File: src/rtl/fetch_unit_if.sv
// Instruction-memory port of the fetch unit: address/request out, ack/data back.
// The fetch unit uses the master side; the memory (or a model of it) uses the slave side.
interface fetch_unit_if #(
  parameter int PC_W = 16,
  parameter int IR_W = 32
);
  logic [PC_W-1:0] im_addr;
  logic            im_req;
  logic            im_ack;
  logic [IR_W-1:0] im_data;

  modport master (
    output im_addr,
    output im_req,
    input  im_ack,
    input  im_data
  );

  modport slave (
    input  im_addr,
    input  im_req,
    output im_ack,
    output im_data
  );
endinterface

File: src/rtl/fetch_unit.sv
// fetch_unit: program counter and instruction register for the SISC core.
// Holds the PC (sequential / absolute / relative branch updates) and runs a
// two-state IDLE/REQ fetch over a req/ack instruction-memory port, with a
// bounded wait for im_ack that ends in a NOOP and a sticky timeout flag.
// Optional feature macro: PC_BOUNDS_EN -- any PC update landing above
// PC_LIMIT reloads RST_VEC and sets the sticky pc_err flag.
module fetch_unit #(
  parameter int              PC_W     = 16,
  parameter int              IR_W     = 32,
  parameter logic [PC_W-1:0] RST_VEC  = '0,
  parameter int              TMO      = 15,
  parameter logic [PC_W-1:0] PC_LIMIT = '1
) (
  input  logic            clk,
  input  logic            rst_f,
  input  logic            pc_rst,
  input  logic            pc_write,
  input  logic            pc_sel,
  input  logic            br_sel,
  input  logic            ir_load,
  fetch_unit_if.master    im,
  output logic [IR_W-1:0] ir,
  output logic [3:0]      opcode,
  output logic [3:0]      mm,
  output logic [PC_W-1:0] pc_out,
  output logic            ir_valid,
  output logic            fetch_busy,
  output logic            fetch_tmo,
  output logic            pc_err
);

`ifdef PC_BOUNDS_EN
  localparam logic BOUNDS_EN = 1'b1;
`else
  localparam logic BOUNDS_EN = 1'b0;
`endif

  localparam logic [0:0] ST_IDLE = 1'b0;
  localparam logic [0:0] ST_REQ  = 1'b1;

  logic [PC_W-1:0] pc_reg;
  logic [PC_W-1:0] pc_next;
  logic [PC_W-1:0] pc_calc;
  logic [PC_W-1:0] tgt;
  logic            pc_oob;
  logic            pc_err_reg;
  logic [IR_W-1:0] ir_reg;
  logic [0:0]      state_reg;
  logic [7:0]      cnt_reg;
  logic [PC_W-1:0] im_addr_reg;
  logic            im_req_reg;
  logic            ir_valid_reg;
  logic            fetch_tmo_reg;
  logic [15:0]     imm;

  assign imm = ir_reg[15:0];

  // Next-PC selection: sequential or branch target, all arithmetic wraps modulo 2^PC_W
  always_comb begin
    tgt     = br_sel ? PC_W'(imm) : pc_reg + PC_W'(signed'(imm));
    pc_calc = pc_sel ? tgt : pc_reg + PC_W'(1);
    pc_oob  = BOUNDS_EN && (pc_calc > PC_LIMIT);
    pc_next = pc_oob ? RST_VEC : pc_calc;
  end

  // PC register: restart beats a write; out-of-range results latch the sticky error
  always_ff @(posedge clk or negedge rst_f) begin
    if (!rst_f) begin
      pc_reg     <= RST_VEC;
      pc_err_reg <= 1'b0;
    end else if (pc_rst) begin
      pc_reg <= RST_VEC;
    end else if (pc_write) begin
      pc_reg <= pc_next;
      if (pc_oob) begin
        pc_err_reg <= 1'b1;
      end
    end
  end

  // Fetch FSM: latch address on ir_load, wait for ack or give up after TMO cycles
  always_ff @(posedge clk or negedge rst_f) begin
    if (!rst_f) begin
      state_reg     <= ST_IDLE;
      cnt_reg       <= '0;
      im_addr_reg   <= '0;
      im_req_reg    <= 1'b0;
      ir_reg        <= '0;
      ir_valid_reg  <= 1'b0;
      fetch_tmo_reg <= 1'b0;
    end else begin
      ir_valid_reg <= 1'b0;
      if (pc_rst) begin
        // abort any outstanding fetch; a same-edge ack is dropped
        state_reg  <= ST_IDLE;
        im_req_reg <= 1'b0;
        cnt_reg    <= '0;
      end else if (state_reg == ST_IDLE) begin
        if (ir_load) begin
          im_addr_reg <= pc_reg;
          im_req_reg  <= 1'b1;
          cnt_reg     <= '0;
          state_reg   <= ST_REQ;
        end
      end else begin
        if (im.im_ack) begin
          ir_reg       <= im.im_data;
          ir_valid_reg <= 1'b1;
          im_req_reg   <= 1'b0;
          state_reg    <= ST_IDLE;
        end else if (cnt_reg == 8'(TMO - 1)) begin
          // waited TMO cycles: hand the core a NOOP and flag it
          ir_reg        <= '0;
          fetch_tmo_reg <= 1'b1;
          ir_valid_reg  <= 1'b1;
          im_req_reg    <= 1'b0;
          state_reg     <= ST_IDLE;
        end else begin
          cnt_reg <= cnt_reg + 8'd1;
        end
      end
    end
  end

  assign im.im_addr = im_addr_reg;
  assign im.im_req  = im_req_reg;
  assign ir         = ir_reg;
  assign opcode     = ir_reg[IR_W-1 -: 4];
  assign mm         = ir_reg[IR_W-5 -: 4];
  assign pc_out     = pc_reg;
  assign ir_valid   = ir_valid_reg;
  assign fetch_busy = (state_reg == ST_REQ);
  assign fetch_tmo  = fetch_tmo_reg;
  assign pc_err     = pc_err_reg;

endmodule

File: src/flat_wrapper.sv
// flat-port wrapper written by rule: the top's interface ports become plain ports
module fetch_unit_flat 
#(
  parameter int              PC_W     = 16,
  parameter int              IR_W     = 32,
  parameter logic [PC_W-1:0] RST_VEC  = '0,
  parameter int              TMO      = 15,
  parameter logic [PC_W-1:0] PC_LIMIT = '1
)
  (clk, rst_f, pc_rst, pc_write, pc_sel, br_sel, ir_load, ir, opcode, mm, pc_out, ir_valid, fetch_busy, fetch_tmo, pc_err, im_im_addr, im_im_req, im_im_ack, im_im_data);
  fetch_unit_if #(.PC_W(PC_W), .IR_W(IR_W)) im_i ();
  input  logic clk;
  input  logic rst_f;
  input  logic pc_rst;
  input  logic pc_write;
  input  logic pc_sel;
  input  logic br_sel;
  input  logic ir_load;
  output logic [IR_W-1:0] ir;
  output logic [3:0] opcode;
  output logic [3:0] mm;
  output logic [PC_W-1:0] pc_out;
  output logic ir_valid;
  output logic fetch_busy;
  output logic fetch_tmo;
  output logic pc_err;
  output wire logic [$bits(im_i.im_addr)-1:0] im_im_addr;
  output wire logic [$bits(im_i.im_req)-1:0] im_im_req;
  input wire logic [$bits(im_i.im_ack)-1:0] im_im_ack;
  input wire logic [$bits(im_i.im_data)-1:0] im_im_data;
  assign im_im_addr = im_i.im_addr;
  assign im_im_req = im_i.im_req;
  assign im_i.im_ack = im_im_ack;
  assign im_i.im_data = im_im_data;
  fetch_unit #(.PC_W(PC_W), .IR_W(IR_W), .RST_VEC(RST_VEC), .TMO(TMO), .PC_LIMIT(PC_LIMIT)) u_core (.clk(clk), .rst_f(rst_f), .pc_rst(pc_rst), .pc_write(pc_write), .pc_sel(pc_sel), .br_sel(br_sel), .ir_load(ir_load), .im(im_i), .ir(ir), .opcode(opcode), .mm(mm), .pc_out(pc_out), .ir_valid(ir_valid), .fetch_busy(fetch_busy), .fetch_tmo(fetch_tmo), .pc_err(pc_err));
endmodule
File: config.mk
export PLATFORM = sky130hd
export DESIGN_NAME = fetch_unit_flat
export DESIGN_NICKNAME = d
export VERILOG_FILES = /design/src/rtl/fetch_unit_if.sv /design/src/rtl/fetch_unit.sv /design/src/flat_wrapper.sv
export SDC_FILE = /design/constraint.sdc
export NUM_CORES = 1
export LEC_CHECK = 0
export CORE_MARGIN = 2
export CORE_UTILIZATION = 40
export CTS_BUF_LIST = sky130_fd_sc_hd__clkbuf_4
export CTS_CLUSTER_DIAMETER = 40
export CTS_CLUSTER_SIZE = 28
export DETAILED_ROUTE_END_ITERATION = 10
export GPL_TIMING_DRIVEN = 0
export PLACE_DENSITY = 0.78
export SYNTH_ARGS = -nofsm -noshare
export SYNTH_HDL_FRONTEND = slang
export SYNTH_SLANG_ARGS = --single-unit
File: constraint.sdc
create_clock -name clk -period 3.83 [get_ports clk]
set_clock_uncertainty 0.2 [all_clocks]
set_input_delay 0.766 -clock clk [delete_from_list [all_inputs] [get_ports clk]]
set_output_delay 0.766 -clock clk [all_outputs]
set_load 0.03 [all_outputs]
## Word-level counts from Yosys, hierarchy flattened

Index checks and enable logic that the tools add are counted.

- Flip-flop bits (word level): 76
- Word-level logic and storage cells: 51

- Add/subtract/negate cells: 3
- Equality and inequality tests: 4
- Mux-type cells: 25
- Bitwise operators: 3
- Reductions and logical operators: 8

Operator list:

| cell | count |
|---|---|
| 16-bit 2-to-1 mux | 4 |
| 32-bit 2-to-1 mux | 2 |
| 8-bit 2-to-1 mux | 5 |
| 16-bit by 1-bit adder with 16-bit output (second input constant) | 1 |
| 16-bit adder | 1 |
| 1-bit 2-to-1 mux | 14 |
| 3-bit AND reduction | 3 |
| 8-bit by 1-bit adder with 8-bit output (second input constant) | 1 |
| 8-bit by 4-bit equality test with 1-bit output (second input constant) | 1 |
| 3-bit != test (second input constant) | 2 |
| 4-bit != test (second input constant) | 1 |
| 4-bit AND reduction | 1 |
| 2-bit nonzero test | 2 |
| 1-bit inverter | 3 |
| 3-bit nonzero test | 1 |
| 2-bit AND reduction | 1 |

## Depth between registers and ports, before layout

- Depth after elaboration: 5
- Depth in mapped cells: 10
- Depth with buffers taken out: 10

## Worst setup path after synthesis

OpenSTA, ideal clock, no wires.

- Path type: register -> register
- Start point: reg u_core.pc_reg[0] (netlist: u_core.pc_out[0])
- End point: reg u_core.pc_reg[12] (netlist: u_core.pc_out[12])
- Library setup time: 88 ps
- Arrival time: 2237 ps
- Data required time: 3542 ps
- Path slack: 1305 ps
- Cell stages (with the launch flop): 11
- Buffers on the path: 0
- Clock period less this slack: 2525 ps
- Path through: dfrtp_1 -> ha_1 -> inv_1 -> fa_1 -> nor2b_1 -> o21ai_1 -> a21boi_1 -> o21ai_2 -> nand4_1 -> or4_1 -> a41oi_1

- Word-level cells in the longest chain between the ends: 5
- Elaborated cells on any way between the ends: 6
- Those cells by class: add/sub: 2; mux: 4

Ends and longest elaborated chain:

| item | line | RTL |
|---|---|---|
| start: declaration | fetch_unit.sv:41 | `logic [PC_W-1:0] pc_reg;` |
| start signal: assignment | fetch_unit.sv:74 | `pc_reg <= pc_next;` |
| 16-bit adder | fetch_unit.sv:60 | `tgt = br_sel ? PC_W'(imm) : pc_reg + PC_W'(signed'(imm));` |
| 16-bit 2-to-1 mux | fetch_unit.sv:60 |  |
| 16-bit 2-to-1 mux * | fetch_unit.sv:61 | `pc_calc = pc_sel ? tgt : pc_reg + PC_W'(1);` |
| 16-bit 2-to-1 mux * | fetch_unit.sv:73 | `end else if (pc_write) begin` |
| 16-bit 2-to-1 mux * | fetch_unit.sv:71 | `end else if (pc_rst) begin` |

Mark *: on every way between the ends. The rest lies on a longest branch, timed or not. The select of a mux whose other input is x is not followed.
A chain may end at the register's enable or synchronous reset.

## Worst setup path in the final report

- Start point: in pc_rst
- End point: reg u_core.im_addr_reg[11] (netlist: u_core.im.im_addr[11])

- Word-level cells in the longest chain between the ends: 2

Ends and longest elaborated chain:

| item | line | RTL |
|---|---|---|
| start: declaration | flat_wrapper.sv:14 | `input logic pc_rst;` |
| 1-bit inverter (no source line) | -- |  |
| 3-bit AND reduction (no source line) | -- |  |
| end signal: assignment | fetch_unit.sv:100 | `im_addr_reg <= pc_reg;` |
| end: declaration | fetch_unit.sv:50 | `logic [PC_W-1:0] im_addr_reg;` |

Every way passes these cells.

==> run_results.csv <==
group,metric,value,unit
status,outcome,"finished, final reports clean",
synthesis,synth-compound-area-share,22.26,%
power_and_ir_drop,p_total,2632,uW
grt,overflow,0,
critical_path,critPathSlowestCell,"nor3b_2",
detailed_routing,post_drt_via_cell_ratio,5.809,
die,core_area,10750,um2
grt,grt_pass1_vias,3986,
detailed_routing,drtAntennaViolNets,0,
layout,final_layout_size_suffix_gt1_share,9.466,%
clocking,htreeDepth,3,
timing,hold_viol,0,
critical_path,worstPathRequired,3.95,ns
synthesis,synth_mux_area_share,5.023,%
detailed_routing,wl_per_cell,17.96,um
worst_hold_path,min_path_cells,1,
synthesis,avgSynthCellArea,9.743,um2
layout,final_nets,635,
placed_design,routabilityCongestion,0.9025,
die,initial_core_util,40.80,%
detailed_routing,vias,4188,
layout,post-route-util,54.35,%
critical_path,crit_type,"in2reg",
layout,area_delta_synth_final,33.22,%
die,num_rows,38,
synthesis,ys_seq_elements,76,
detailed_routing,drc,0,
critical_path,critPathMaxFanout,10,
power_and_ir_drop,power_density,450.6,nW/um2
critical_path,worst_setup_path_end_kind,"flip-flop",
clocking,cts_inserted_buffers,9,
synthesis,yosys-top-cells-area,"dfrtp_1, a22o_1, ha_1, mux2_2, o21ai_0",
grt,antenna_found_initial,0,
critical_path,start_kind,"input port",
synthesis,synth.distinct_cells,62,
synthesis,synth_top_area_share,43.38,%
power_and_ir_drop,clockPowerShare,16.4,%
critical_path,path_cells,"clkdlybuf4s50_1, nor3b_2, clkbuf_1, mux2_2",
timing,holdWs,0.2743,ns
detailed_routing,wirelength,12950,um
synthesis,ys_seq_area_share,43.38,%
timing,layout_min_cycle_time,2.903,ns
timing,fin_setup_tns,0,ns
synthesis,yosys.area_share.simple,16.70,%
detailed_routing,drtIter0Drc,341,
synthesis,synth_area,4384,um2
synthesis,yosysTopAreaCell,"dfrtp_1",
layout,insertedDiodeCount,0,
die,die_y,108.7,um
power_and_ir_drop,power_switching,1054,uW
synthesis,synthArstFlopShare,100.0,%
power_and_ir_drop,seqPwrFrac,40.3,%
clocking,cts_tree,"built",
die,die_x,108.7,um
placed_design,place_hpwl,9867,um
power_and_ir_drop,ir_drop,0.0002510,V
clocking,worstSkewPairLatency,0.44,ns
placed_design,portBuffers,113,
synthesis,synth_cells,450,
grt,track_usage,23.00,%
timing,setup-violations-final,0,
power_and_ir_drop,p_int,1577,uW
clocking,clk_path_buf_depth,2,
detailed_routing,firstDrtPassIters,5,
critical_path,r2r_slack,1.03,ns
power_and_ir_drop,comb_power_share,43.3,%
synthesis,synth-xor-area-share,2.397,%
die,dieArea,11810,um2
synthesis,synth_edf_count,0,
clocking,clock-sinks,76,
timing,drv_slew,0,
timing,worst_pin_slew,0.7721,ns
synthesis,synth.yosys.warnings,0,
clocking,cts-root-buf,"clkbuf_4",
critical_path,cp_data_arrival_time,3.02,ns
critical_path,cpPeakStageDelay,0.69,ns
flow_run,drv_cap,0,
timing,max_freq,344.5,MHz
layout,largest_reg_flops,32,
critical_path,ff2ff_path_depth,10,
synthesis,synthAdderAreaFrac,5.594,%
timing,rsz0062_at_grt,"no",
synthesis,syn-num-nets,509,
grt,grt_pass1_wl,20840,um
timing,worst_slew_margin_rel,48.30,%
power_and_ir_drop,cellLeakagePower,0.002565,uW
synthesis,synthFlopType,"dfrtp_1",
die,io_pins,117,
clocking,cts_resized,0,
power_and_ir_drop,netSwitchingFraction,40.06,%
synthesis,synth_top_family_by_area,"compound AO/OA/AOI/OAI gates",
clocking,clkTransAtPathRegs,0.13,ns
timing,period_share,75.79,%
worst_hold_path,hp-class,"reg2reg",
grt,grt_max_degree,74,
-- synthesized netlist by cell type (all sizes together) (4+ instances only) --
cell	instances
and3	7
a22o	31
a21oi	19
inv	14
dfrtp	76
nor3	9
buf	10
nor2	31
a211oi	6
nand2b	8
mux2	16
nand2	37
a31oi	5
a21o	10
or3	5
nand3	14
mux2i	4
xnor2	9
o21ai	37
nand4	5
ha	18
nor2b	4
clkbuf	20
-- cell type report --
| class | count | area (um2) |
|---|---|---|
| Buffer | 30 | 147.6 |
| Clock buffer | 10 | 75.07 |
| Clock inverter | 6 | 40.04 |
| Fill cell | 984 | 4905 |
| Inverter | 14 | 52.55 |
| Multi-Input combinational cell | 330 | 2282 |
| Sequential cell | 76 | 1902 |
| Tap cell | 140 | 175.2 |
| Timing Repair Buffer | 115 | 1166 |
-- worst paths after layout --
kind / from / end
worst max-delay path: pc_rst / u_core.im.im_addr[11]
worst min-delay path: u_core.fetch_tmo / u_core.fetch_tmo
worst max register to register: u_core.pc_out[0] / u_core.pc_out[10]
worst min register to register: u_core.fetch_tmo / u_core.fetch_tmo
max in group asynchronous: rst_f / u_core.pc_out[5]
min in group asynchronous: rst_f / u_core.ir[20]
-- cells in the final DEF (no fill, tap or decap), drive strengths merged, types with 4 or more instances in the layout --
cell type      Yosys  routed
nand2b             8       8
clkdlybuf4s50      0     112
nand2             37      37
o21ai             37      37
buf               10      12
clkinv             0       4
clkbuf            20      30
or3                5       5
a31oi              5       5
a22o              31      31
xnor2              9       9
mux2i              4       4
a21oi             19      19
nor3               9       9
a21o              10      10
nor2              31      31
a211oi             6       6
nor2b              4       4
dfrtp             76      76
mux2              16      16
inv               14      15
and3               7       7
nand3             14      14
nand4              5       5
ha                18      18
-- timing repair --
item / 4_1_cts / 5_1_grt
endpoints found under the setup margin: 0 / 0
setup buffers: 0 / 0
hold buffers: 1 / 0
endpoints found under the hold margin: 3 / 0
-- power by group through the flow --
stage	Sequential [uW]	Combinational, uW	Clock [uW]
6_report	1060	1140	432
4_1_cts	1060	1140	448
3_3_place_gp	1070	1110	0
2_1_floorplan	1280	448	0
5_1_grt	1080	1210	483
3_5_place_dp	1080	1130	0
-- worst max-delay path, delay by kind of cell --
| family | cells | cell delay, ns |
|---|---|---|
| simple gates | 1 | 0.69 |
| buf+inv | 2 | 1.15 |
| mux | 1 | 0.41 |
-- metrics by stage --
step	instance area, um2	setup slack, ns	cells
finish	5841	0.9271	721
floorplan	4384	1.305	450
detailed placement	5715	0.3711	704
global placement	5690	-0.7962	703
CTS	5841	0.8644	721
global route	5841	0.7939	721
-- kinds of logic (layout without fill, tap and decap cells) --
| group | count (synthesis) | after routing |
|---|---|---|
| muxes | 20 | 20 |
| AOI/OAI and AO/OA | 138 | 138 |
| buffers and inverters | 44 | 175 |
| and+or+nand+nor | 140 | 140 |
| xor gates and xnor gates | 12 | 12 |
| DFF | 76 | 76 |
| adders and majority gates | 19 | 19 |
| other | 1 | 1 |
-- per-layer routing --
| metal | vias up | part of all wire (%) | wire length, um | global-route usage, % |
|---|---|---|---|---|
| li1 | 1918 | - | - | - |
| met1 | 2075 | 43 | 5543 | 31.27 |
| met2 | 173 | 48 | 6246 | 36.52 |
| met3 | 22 | 6.6 | 850 | 4.722 |
| met4 | 0 | 2.4 | 311 | 8.059 |
| met5 | - | 0 | 0 | 0 |
Power figures use the tool's default switching activity.
